**src/rtl/mips_commit_trace.sv**
```systemverilog
// mips_commit_trace: passive commit observer for single_cycle_mips, buffering REG/MEM records in a FWFT FIFO
module mips_commit_trace #(
  parameter int PC_W         = 10,
  parameter int DATA_W       = 16,
  parameter int REG_AW       = 4,
  parameter int DEPTH        = 16,
  parameter int STOP_ON_FULL = 0
) (
  input  logic                       clock,
  input  logic                       reset_n,
  input  logic                       trace_en,
  input  logic                       clear,
  input  logic [PC_W-1:0]            pc,
  input  logic                       reg_write,
  input  logic [REG_AW-1:0]          write_reg,
  input  logic [DATA_W-1:0]          write_back,
  input  logic                       mem_write,
  input  logic [DATA_W-1:0]          mem_addr,
  input  logic [DATA_W-1:0]          mem_wdata,
  output logic                       out_valid,
  input  logic                       out_ready,
  output logic [1:0]                 out_kind,
  output logic [7:0]                 out_seq,
  output logic [PC_W-1:0]            out_pc,
  output logic [DATA_W-1:0]          out_dest,
  output logic [DATA_W-1:0]          out_data,
  output logic [$clog2(DEPTH):0]     level,
  output logic [7:0]                 drop_count,
  output logic                       overflow
);
  localparam int AW = $clog2(DEPTH);
  localparam int LW = AW + 1;
  localparam int RW = 2 + 8 + PC_W + 2 * DATA_W;
  typedef enum logic [1:0] {DISABLED, CAPTURE, HALTED} state_t;
  state_t state;
  logic [RW-1:0] mem [DEPTH];
  logic [AW-1:0] rd_ptr, wr_ptr;
  logic [7:0] seq;
  logic [RW-1:0] rec, head;
  logic pop, ev, push, drop;
  assign pop  = (level != '0) && out_ready;
  assign ev   = (state == CAPTURE) && (reg_write || mem_write);
  assign push = ev && (level != LW'(DEPTH) || pop);
  assign drop = ev && !push;
  // A conflicting commit records the store fields; the register write is implied by the kind.
  assign rec = {mem_write, reg_write, seq, pc,
                mem_write ? mem_addr : {{(DATA_W-REG_AW){1'b0}}, write_reg},
                mem_write ? mem_wdata : write_back};
  assign head = mem[rd_ptr];
  assign out_valid = level != '0;
  assign {out_kind, out_seq, out_pc, out_dest, out_data} = out_valid ? head : '0;
  always_ff @(posedge clock) begin
    if (push && reset_n && !clear) mem[wr_ptr] <= rec;
  end
  always_ff @(posedge clock) begin
    if (!reset_n) begin
      state      <= DISABLED;
      rd_ptr     <= '0;
      wr_ptr     <= '0;
      level      <= '0;
      seq        <= '0;
      drop_count <= '0;
      overflow   <= 1'b0;
    end else if (clear) begin
      state      <= trace_en ? CAPTURE : DISABLED;
      rd_ptr     <= '0;
      wr_ptr     <= '0;
      level      <= '0;
      drop_count <= '0;
      overflow   <= 1'b0;
    end else begin
      if (push) wr_ptr <= wr_ptr + 1'b1;
      if (pop) rd_ptr <= rd_ptr + 1'b1;
      level <= level + LW'(push) - LW'(pop);
      if (ev) seq <= seq + 8'd1;
      if (drop) begin
        drop_count <= drop_count + 8'(drop_count != 8'hff);
        overflow   <= 1'b1;
      end
      state <= (state == DISABLED && trace_en) ? CAPTURE :
               (state == CAPTURE && drop && STOP_ON_FULL != 0) ? HALTED :
               (state == CAPTURE && !trace_en) ? DISABLED : state;
    end
  end
endmodule

```
**config.mk**
```make
export PLATFORM = sky130hd
export DESIGN_NAME = mips_commit_trace
export DESIGN_NICKNAME = d
export VERILOG_FILES = /design/src/rtl/mips_commit_trace.sv
export SDC_FILE = /design/constraint.sdc
export NUM_CORES = 1
export LEC_CHECK = 0
export ABC_AREA = 0
export BUFFER_PORTS_ARGS = -buffer_cell sky130_fd_sc_hd__buf_4
export CORE_MARGIN = 2
export CORE_UTILIZATION = 61
export DETAILED_ROUTE_END_ITERATION = 7
export PLACE_DENSITY = 0.79
export SLEW_MARGIN = 10
export SYNTH_ARGS = -nofsm -noshare
export SYNTH_HDL_FRONTEND = slang
export SYNTH_SLANG_ARGS = --single-unit
```
**constraint.sdc**
```tcl
create_clock -name clock -period 6.15 [get_ports clock]
set_clock_uncertainty 0.05 [all_clocks]
set_input_delay 0 -clock clock [delete_from_list [all_inputs] [get_ports clock]]
set_output_delay 0 -clock clock [all_outputs]
set_load 0.01 [all_outputs]
```
==> flow_metrics.py, run 1 <==
metrics = {
    "power": {
        "power.leakage_uw": 0.01233,
        "combPwrFrac_pct": 14.0,
        "switching_share_pct": 24.27,
        "powerDensity_nw_per_um2": 349.4,
        "pwr-share-clk_pct": 38.0,
        "vdd_drop_max_v": 0.0004432,
        "p_seq_share_pct": 48.0,
        "p_sw_uw": 3316,
        "internal-power_uw": 10350,
    },
    "clock_tree": {
        "postCtsHoldBufs": 64,
        "clockBufferDepth": 3,
        "post-cts-setup-buffers": 0,
        "cts_root_buf": "clkbuf_16",
        "cts_buffers": 85,
        "htree_levels": 3,
        "clkTransAtPathRegs_ns": 0.06,
        "cts_tree": "built",
        "clkLatencyLatePin_ns": 0.64,
        "ctsResizeCount": 0,
        "clock-sinks": 867,
    },
    "place": {
        "dp_hpwl_mm": 37.20,
        "io_buffers": 135,
        "gp_congestion": 0.7834,
        "dpl_worst_slack_ns": 2.135,
        "placed_cells": 2391,
    },
    "routing": {
        "drtAntennaViolNets": 0,
        "wire_per_inst_um": 28.25,
        "routed_wl_mm": 73.86,
        "route.detailed.drc": 0,
        "firstDrtPassIters": 5,
        "viasPerCell": 6.452,
        "drtIter0Drc": 2053,
        "route.vias.total": 16866,
    },
    "worst_setup_path": {
        "cp-start-kind": "register",
        "cp_max_fo": 53,
        "critical_path.cell_chain": "inv_1 -> ha_1 -> nor3b_2 -> nor2b_4 -> buf_4 -> inv_2 -> and2_1 -> ha_1 -> inv_1 -> ha_1 -> inv_1 -> fa_1 -> nand2b_1 -> a21oi_1 -> o21ai_0 -> nor3b_1",
        "criticalPathCategory": "reg -> reg",
        "critPathTopFamily": "simple AND/OR/NAND/NOR gates",
        "slowest_delay_ns": 0.69,
        "cp_slowest_cell": "buf_4",
        "cp.required_ns": 6.59,
        "setup.worst_path.end_class": "register",
        "path_buf_inv": 5,
        "worst_ep_arrival_time_ns": 4.53,
    },
    "timing": {
        "tightestPinTransition_ns": 1.214,
        "finalSetupViolCount": 0,
        "hold_violations": 0,
        "period_share_pct": 66.62,
        "drv_slew": 0,
        "fmax_ghz": 0.2441,
        "tns_ns": 0,
        "rsz0062_at_grt": "false",
        "period_needed_ns": 4.097,
        "relSlewSlack_pct": 18.87,
        "hold_slack_ns": 0.03235,
        "fin_ws_ns": 2.053,
    },
    "status": {
        "status": "finished clean",
    },
    "die": {
        "fp.dieH_um": 239.7,
        "io_pins": 136,
        "start_util_pct": 61.62,
        "core_area_um2": 54990,
        "die_w_um": 239.7,
        "dieArea_um2": 57450,
        "std_cell_rows": 86,
    },
    "logic_synthesis": {
        "synthFlopType": "edfxtp_1",
        "synth_cell_types": 43,
        "syn_area_um2": 33880,
        "synth_fp_nets": 1655,
        "avgSynthCellArea_um2": 21.57,
        "yosysSeqAreaShare_pct": 75.81,
        "ys_warn_count": 0,
        "ys_seq_elements": 867,
        "async_flop_share_pct": 0,
        "synth_cells": 1571,
        "synth_edf_count": 832,
    },
    "grt": {
        "grt_pass1_vias": 17377,
        "antenna_found_initial": 3,
        "grt_pass1_wl_mm": 111.4,
        "grt_util_all_layers_pct": 26.79,
        "grt_max_degree": 110,
        "grt-ovfl-total": 0,
    },
    "min_path": {
        "hp-class": "in -> reg",
    },
    "layout": {
        "finalNonFillerCells": 2614,
        "layout-drive-gt1-share_pct": 29.10,
        "syn2layout_area_growth_pct": 15.44,
        "final_util_pct": 71.13,
        "num_antenna_cells": 0,
        "nets": 1878,
    },
    "flow_run": {
        "max_cap_viol_count": 0,
    },
}
==> power groups by stage <==
stage          sequential [uW]  clock (uW)  combinational [uW]
2_1_floorplan             6640           0                1130
3_3_place_gp              6680           0                1820
3_5_place_dp              6690           0                1850
4_1_cts                   6560        5260                1920
5_1_grt                   6560        5450                2060
6_report                  6560        5200                1910
==> placed cells by master, fill, tap and decap left out, types with 5 or more instances in the layout <==
master and count:
edfxtp_1 832, mux4_2 208, buf_4 160, a211oi_1 103, clkbuf_16 85, dlygate4sd3_1 64
mux2i_1 55, nor2b_1 53, dfxtp_1 31, and2_1 22, mux2_2 20, clkinv_1 18
clkbuf_1 17, nor2_1 15, inv_1 14, ha_1 14, clkinv_2 13, nor2_4 12
a21oi_1 11, nand3_1 10, xor2_1 10, nand2_1 9, bufinv_16 9, nand2b_1 5
xnor2_1 5, inv_6 5
==> routing by layer <==
| metal | up-vias | GRT usage [%] | wire length, um |
|---|---|---|---|
| li1 | 7007 | - | - |
| met4 | 4 | 8.636 | 1855 |
| met2 | 978 | 42.86 | 36820 |
| met5 | - | 0 | 21 |
| met1 | 8748 | 37.83 | 28070 |
| met3 | 129 | 5.347 | 7084 |
==> stage by stage <==
step | power [uW] | area (um^2)
5_1_grt | 14070 | 39110
4_1_cts | 13740 | 39110
3_3_place_gp | 8505 | 35680
3_5_place_dp | 8539 | 35680
2_1_floorplan | 7768 | 33880
6_report | 13660 | 39110
==> synth_stat cells (2+ instances only) <==
cell type	count	area, um^2
edfxtp_1	832	24980
or3_1	3	18.77
buf_6	15	168.9
nor3_1	6	30.03
nor3b_1	2	15.01
o21ai_0	3	15.01
xor2_1	10	87.58
nand2b_1	5	31.28
o31ai_1	3	22.52
inv_1	14	52.55
buf_4	13	97.59
inv_2	3	11.26
or4_1	3	22.52
dfxtp_1	35	700.7
nand4_1	4	25.02
nor2_1	27	101.4
and2_1	22	137.6
clkbuf_1	37	138.9
nor2b_1	54	337.8
mux2_2	20	225.2
a21oi_1	11	55.05
a211oi_1	103	773.2
nand3_1	10	50.05
nor4_1	3	18.77
ha_1	14	175.2
mux2i_1	55	550.5
o21ai_1	4	20.02
mux4_2	208	4684
buf_2	26	130.1
nand2_1	9	33.78
xnor2_1	5	43.79
==> final cells by class <==
cell class	count	area [um^2]
sequential	867	25700
fill	3044	15870
multi-input combinational	595	7696
clock buffer	106	2246
timing repair buffer	228	1922
tap	748	935.9
clock inverter	53	549.3
inverter	17	63.81
==> worst reg2reg max path, stage by stage (launching register included) <==
cell and delay, ns:
dfxtp_1 0.33, inv_1 0.09, ha_1 0.15, nor3b_2 0.34, nor2b_4 0.21, buf_4 0.69
inv_2 0.18, and2_1 0.26, ha_1 0.28, inv_1 0.06, ha_1 0.17, inv_1 0.06
fa_1 0.41, nand2b_1 0.18, a21oi_1 0.19, o21ai_0 0.13, nor3b_1 0.16
==> cell families after synthesis <==
logic type	count (synthesis)	share of synthesized area (%)
mux	283	16.12
xor+xnor	15	0.3877
flops	867	75.81
compound gates	129	2.733
fa+ha+maj	15	0.5761
buf+inv	109	1.828
simple gates	153	2.555
==> state kept, by name (all words and copies together), names as in the netlist, named ones only <==
register	count
level	5
wr_ptr	4
state	1
mem	832
overflow	1
seq	8
drop_count	8
rd_ptr	4
==> worst paths after layout <==
path	from	to	slack (ns)	depth (start not counted)
hold / removal	mem_addr[5]	mem[9][21]$_DFFE_PP_	0.03	2
setup reg to reg	level[3]$_SDFF_PP0_	level[4]$_SDFF_PP0_	2.05	16
setup / recovery	level[3]$_SDFF_PP0_	level[4]$_SDFF_PP0_	2.05	16
hold reg to reg	overflow$_SDFFE_PP0P_	overflow$_SDFFE_PP0P_	0.40	2
No activity file was read; power rests on OpenSTA's default activity.
==> run 2, diff against run 1 <==
==> constraint.sdc (replaced) <==
create_clock -name clock -period 3.9 [get_ports clock]
set_clock_uncertainty 0.05 [all_clocks]
set_input_delay 0 -clock clock [delete_from_list [all_inputs] [get_ports clock]]
set_output_delay 0 -clock clock [all_outputs]
set_load 0.01 [all_outputs]
==> run 2 against run 1 <==
Against the previous run:
- final cell count up 0.73%
- register-to-register slack worse by 1.4 ns
- sequential share of layout area down 0.62 points
- design area up 0.95%
- first-iteration DRC count down 2.0%
- total power up 57%
- combinational power up 64%
- critical path type is now reg -> out
- largest power group unchanged
- highest routed layer is now met4
==> flow_metrics.py, run 2 (synthesized netlist as in run 1, its figures left out) <==
metrics = {
    "status": {
        "status": "finished clean",
    },
    "layout": {
        "regMostFlops": "mem",
        "finalNonFillerCells": 2633,
        "fin_area_um2": 39480,
        "nets": 1908,
        "fillers": 3019,
        "layout_common_cells": "edfxtp_1, mux4_2, buf_4",
        "layout_commonest_cell": "edfxtp_1",
        "layout-drive-gt1-share_pct": 29.97,
        "reg.largest.list": "mem x832, drop_count x8, seq x8",
        "syn2layout_area_growth_pct": 16.53,
        "largest_register_ffs": 832,
        "num_antenna_cells": 0,
    },
    "routing": {
        "routed_wl_mm": 76.58,
        "firstDrtPassIters": 5,
        "drtIter0Drc": 2011,
        "route.detailed.drc": 0,
        "drtAntennaViolNets": 0,
        "wire_per_inst_um": 29.09,
        "viasPerCell": 6.482,
        "route.vias.total": 17067,
    },
    "worst_setup_path": {
        "critical_path.cell_chain": "buf_4 -> mux4_2 -> nor2b_1 -> a211oi_1 -> a211oi_1 -> buf_4",
        "cp_max_fo": 63,
        "r2r_cells": 15,
        "cp_slowest_cell": "dfxtp_4",
        "cp.depth": 6,
        "cp-start-kind": "register",
        "reg2reg_slack_ns": 0.70,
        "path_buf_inv": 2,
        "critPathTopFamily": "flip-flops",
        "r2r_start": "level[3]$_SDFF_PP0_",
        "criticalPathCategory": "reg -> out",
        "r2r-end": "level[4]$_SDFF_PP0_",
        "slowest_delay_ns": 0.95,
        "cp.required_ns": 3.85,
        "setup.worst_path.end_class": "primary output",
        "worst_ep_arrival_time_ns": 3.33,
    },
    "timing": {
        "finalSetupViolCount": 0,
        "hold_violations": 0,
        "rsz0062_at_grt": "false",
        "period_share_pct": 86.58,
        "fmax_ghz": 0.2961,
        "period_needed_ns": 3.377,
        "hold_slack_ns": 0.03078,
        "tns_ns": 0,
        "drv_slew": 0,
        "relSlewSlack_pct": 28.41,
        "tightestPinTransition_ns": 1.074,
    },
    "die": {
        "io_pins": 136,
        "core_area_um2": 54990,
        "die_w_um": 239.7,
        "std_cell_rows": 86,
        "start_util_pct": 61.62,
        "dieArea_um2": 57450,
        "fp.dieH_um": 239.7,
    },
    "min_path": {
        "holdPathEnd": "mem[0][23]$_DFFE_PP_",
        "hp-class": "in -> reg",
        "hp-start": "mem_addr[7]",
        "min_path_cells": 2,
    },
    "grt": {
        "grt_pass1_vias": 18092,
        "antenna_found_initial": 0,
        "grt_max_degree": 66,
        "grt-ovfl-total": 0,
        "grt_util_all_layers_pct": 27.66,
        "grt_pass1_wl_mm": 114.4,
    },
    "clock_tree": {
        "clkLatencyLatePin_ns": 0.63,
        "cts_buffers": 84,
        "clkTransAtPathRegs_ns": 0.06,
        "cts_tree": "built",
        "cts_root_buf": "clkbuf_16",
        "post-cts-setup-buffers": 0,
        "htree_levels": 3,
        "clockBufferDepth": 3,
        "clock-sinks": 867,
    },
    "flow_run": {
        "max_cap_viol_count": 0,
    },
    "place": {
        "gp_congestion": 0.7526,
        "io_buffers": 135,
        "place_area_um2": 36120,
        "placed_cells": 2420,
        "dp_hpwl_mm": 37.73,
    },
    "power": {
        "powerDensity_nw_per_um2": 543.6,
        "vdd_drop_max_v": 0.0008156,
        "power_uw": 21460,
        "power.leakage_uw": 0.01249,
    },
}
[run 2: metal layers]
| metal | share of wire (%) | track usage [%] |
|---|---|---|
| met1 | 37 | 37.97 |
| met5 | 0 | 0 |
| met4 | 3.0 | 10.59 |
| met2 | 51 | 45.68 |
| met3 | 8.4 | 4.149 |
[run 2: cell type report]
class,instances,area (um^2),area share [%]
sequential,867,25700,65.09
multi-input combinational,595,7721,19.56
timing repair buffer,259,2360,5.977
clock buffer,111,2351,5.954
tap,748,935.9,2.370
clock inverter,36,351.6,0.8905
inverter,17,63.81,0.1616
[run 2: how the worst max path moves through the flow]
stage | startpoint | to | slack [ns]
2_1_floorplan | level[2]$_SDFF_PP0_ | mem[15][0]$_DFFE_PP_ | -0.21
6_report | register | out_dest[2] | 0.52
3_3_place_gp | level[3]$_SDFF_PP0_ | level[4]$_SDFF_PP0_ | 0.83
4_1_cts | register | out_dest[2] | 0.49
5_1_grt | register | out_seq[3] | 0.41
3_5_place_dp | level[3]$_SDFF_PP0_ | level[4]$_SDFF_PP0_ | 0.73
[run 2: repair_timing]
item,CTS,global route
gates resized for setup,0,0
hold buffers,66,0
endpoints found under the hold margin,628,0
[run 2: metrics by stage]
step / util (%) / worst slack, ns
2_1_floorplan: - / -0.2097
3_3_place_gp: 65.69 / 0.8323
3_5_place_dp: 65.69 / 0.7290
4_1_cts: 71.81 / 0.4894
5_1_grt: 71.81 / 0.4066
6_report: 71.81 / 0.5232
[run 2: where the power goes]
part           internal, uW  switching [uW]
logic                  1410            1720
clock network          4690            3320
registers             10200            87.2
total                 16300            5120
==> run 3, diff against run 2 <==
--- a/config.mk
+++ b/config.mk
@@ -11,6 +11,7 @@
 export CORE_UTILIZATION = 61
 export DETAILED_ROUTE_END_ITERATION = 7
 export PLACE_DENSITY = 0.79
+export REMOVE_ABC_BUFFERS = 1
 export SLEW_MARGIN = 10
 export SYNTH_ARGS = -nofsm -noshare
 export SYNTH_HDL_FRONTEND = slang
==> run 3 against run 2 <==
Against the previous run:
- global-route usage up 0.14 points
- routed wire length increased by 1.3%
- worst setup slack got worse by 0.15 ns
- final cell count hardly changed
- clock power is 6.7% higher
- largest cell class unchanged
==> flow_metrics.py, run 3 (synthesized netlist as in run 1, its figures left out) <==
metrics = {
    "layout": {
        "layout_common_cells": "edfxtp_1, mux4_2, buf_4",
        "num_antenna_cells": 0,
        "layout_commonest_cell": "edfxtp_1",
        "regMostFlops": "mem",
        "reg.largest.list": "mem x832, drop_count x8, seq x8",
        "syn2layout_area_growth_pct": 16.78,
        "layout-drive-gt1-share_pct": 29.94,
        "nets": 1901,
        "final_util_pct": 71.96,
        "largest_register_ffs": 832,
    },
    "timing": {
        "fin_ws_ns": 0.3768,
        "drv_slew": 0,
        "relSlewSlack_pct": 34.10,
        "fmax_ghz": 0.2838,
        "finalSetupViolCount": 0,
        "period_needed_ns": 3.523,
        "tightestPinTransition_ns": 0.9885,
        "hold_violations": 0,
        "hold_slack_ns": 0.04982,
        "period_share_pct": 90.34,
        "rsz0062_at_grt": "false",
    },
    "place": {
        "dp_hpwl_mm": 35.90,
        "gp_congestion": 0.7437,
        "io_buffers": 135,
        "dpl_worst_slack_ns": 0.7467,
    },
    "grt": {
        "grt_pass1_vias": 18017,
        "grt_max_degree": 59,
        "grt_util_all_layers_pct": 27.80,
        "antenna_found_initial": 0,
        "grt_pass1_wl_mm": 114.5,
        "grt-ovfl-total": 0,
    },
    "power": {
        "power_uw": 22000,
        "vdd_drop_max_v": 0.0006272,
        "power.leakage_uw": 0.01255,
        "powerDensity_nw_per_um2": 555.9,
    },
    "clock_tree": {
        "clkTransAtPathRegs_ns": 0.06,
        "cts_buffers": 83,
        "ctsResizeCount": 0,
        "clkLatencyLatePin_ns": 0.62,
        "clockBufferDepth": 3,
        "cts_root_buf": "clkbuf_16",
        "htree_levels": 3,
        "cts_tree": "built",
        "clock-sinks": 867,
    },
    "worst_setup_path": {
        "cp_max_fo": 49,
        "critical_path.cell_chain": "buf_4 -> mux4_2 -> nor2b_1 -> a211oi_1 -> a211oi_1 -> buf_4",
        "cp-start-kind": "register",
        "r2r_cells": 15,
        "slowest_delay_ns": 0.91,
        "cp_slowest_cell": "dfxtp_4",
        "reg2reg_slack_ns": 0.64,
        "r2r_start": "level[3]$_SDFF_PP0_",
        "cp.required_ns": 3.85,
        "criticalPathCategory": "reg -> out",
        "worst_ep_arrival_time_ns": 3.47,
        "setup.worst_path.end_class": "primary output",
        "r2r-end": "level[4]$_SDFF_PP0_",
    },
    "die": {
        "die_w_um": 239.7,
        "core_area_um2": 54990,
        "fp.dieH_um": 239.7,
        "start_util_pct": 61.62,
        "dieArea_um2": 57450,
        "std_cell_rows": 86,
        "io_pins": 136,
    },
    "routing": {
        "viasPerCell": 6.560,
        "route.detailed.drc": 0,
        "routed_wl_mm": 77.59,
        "drtAntennaViolNets": 0,
        "drtIter0Drc": 2046,
        "firstDrtPassIters": 8,
        "route.vias.total": 17286,
        "wire_per_inst_um": 29.45,
    },
    "min_path": {
        "min_path_cells": 2,
        "hp-start": "mem_addr[15]",
        "holdPathEnd": "mem[8][31]$_DFFE_PP_",
        "hp-class": "in -> reg",
    },
    "flow_run": {
        "max_cap_viol_count": 0,
    },
    "status": {
        "status": "finished clean",
    },
}
==> run 3: power breakdown <==
part / internal (uW) / total [uW] / switching (uW)
logic: 1390 / 3130 / 1730
registers: 10200 / 10300 / 82.4
clock network: 5150 / 8550 / 3400
==> run 3: area by class of cell <==
type	instances	area, um^2
fill	3016	15420
clock inverter	54	644.4
multi-input combinational	595	7696
timing repair buffer	253	2257
clock buffer	101	2272
tap	748	935.9
inverter	17	63.81
sequential	867	25700
==> run 3: per-layer routing <==
metal  share of wire [%]  global-route usage, %  vias to the layer above  routed length (um)
met5                   0                      0                        -                   0
met4                 3.2                  11.17                        0                2484
met3                 8.7                  4.875                      162                6744
met2                  51                  45.46                     1024               39240
met1                  38                  37.83                     9047               29120
li1                    -                      -                     7053                   -
==> run 3: worst max path at each step <==
| stage | cells past startpoint | slack (ns) | endpoint |
|---|---|---|---|
| final | 6 | 0.38 | out_dest[1] |
| after global routing | 6 | 0.26 | out_dest[1] |
| after detailed placement | 15 | 0.75 | level[4]$_SDFF_PP0_ |
| after floorplan | 4 | -5.43 | out_data[11] |
| after CTS | 6 | 0.44 | out_dest[1] |
| after global placement | 15 | 0.85 | level[4]$_SDFF_PP0_ |
==> run 3: timing repair <==
item | in CTS | in global routing
buffers inserted | 0 | 0
hold buffers | 68 | 0
endpoints found under the hold margin | 702 | 0
==> run 3: stage by stage <==
stage	setup TNS [ns]	instance area (um^2)	cells
final	0	39570	2635
after global routing	0	39570	2635
after CTS	0	39570	2635
after detailed placement	0	35970	2412
after global placement	0	35970	2412
after floorplan	-726.20	33330	1479
==> run 3: critical path, delay by kind of cell, from the launching register on <==
family	cells	cell delay, ns
AOI/OAI and AO/OA	2	0.71
and+or+nand+nor	1	0.12
muxes	1	0.27
buffers and inverters	2	0.76
DFF	1	0.91
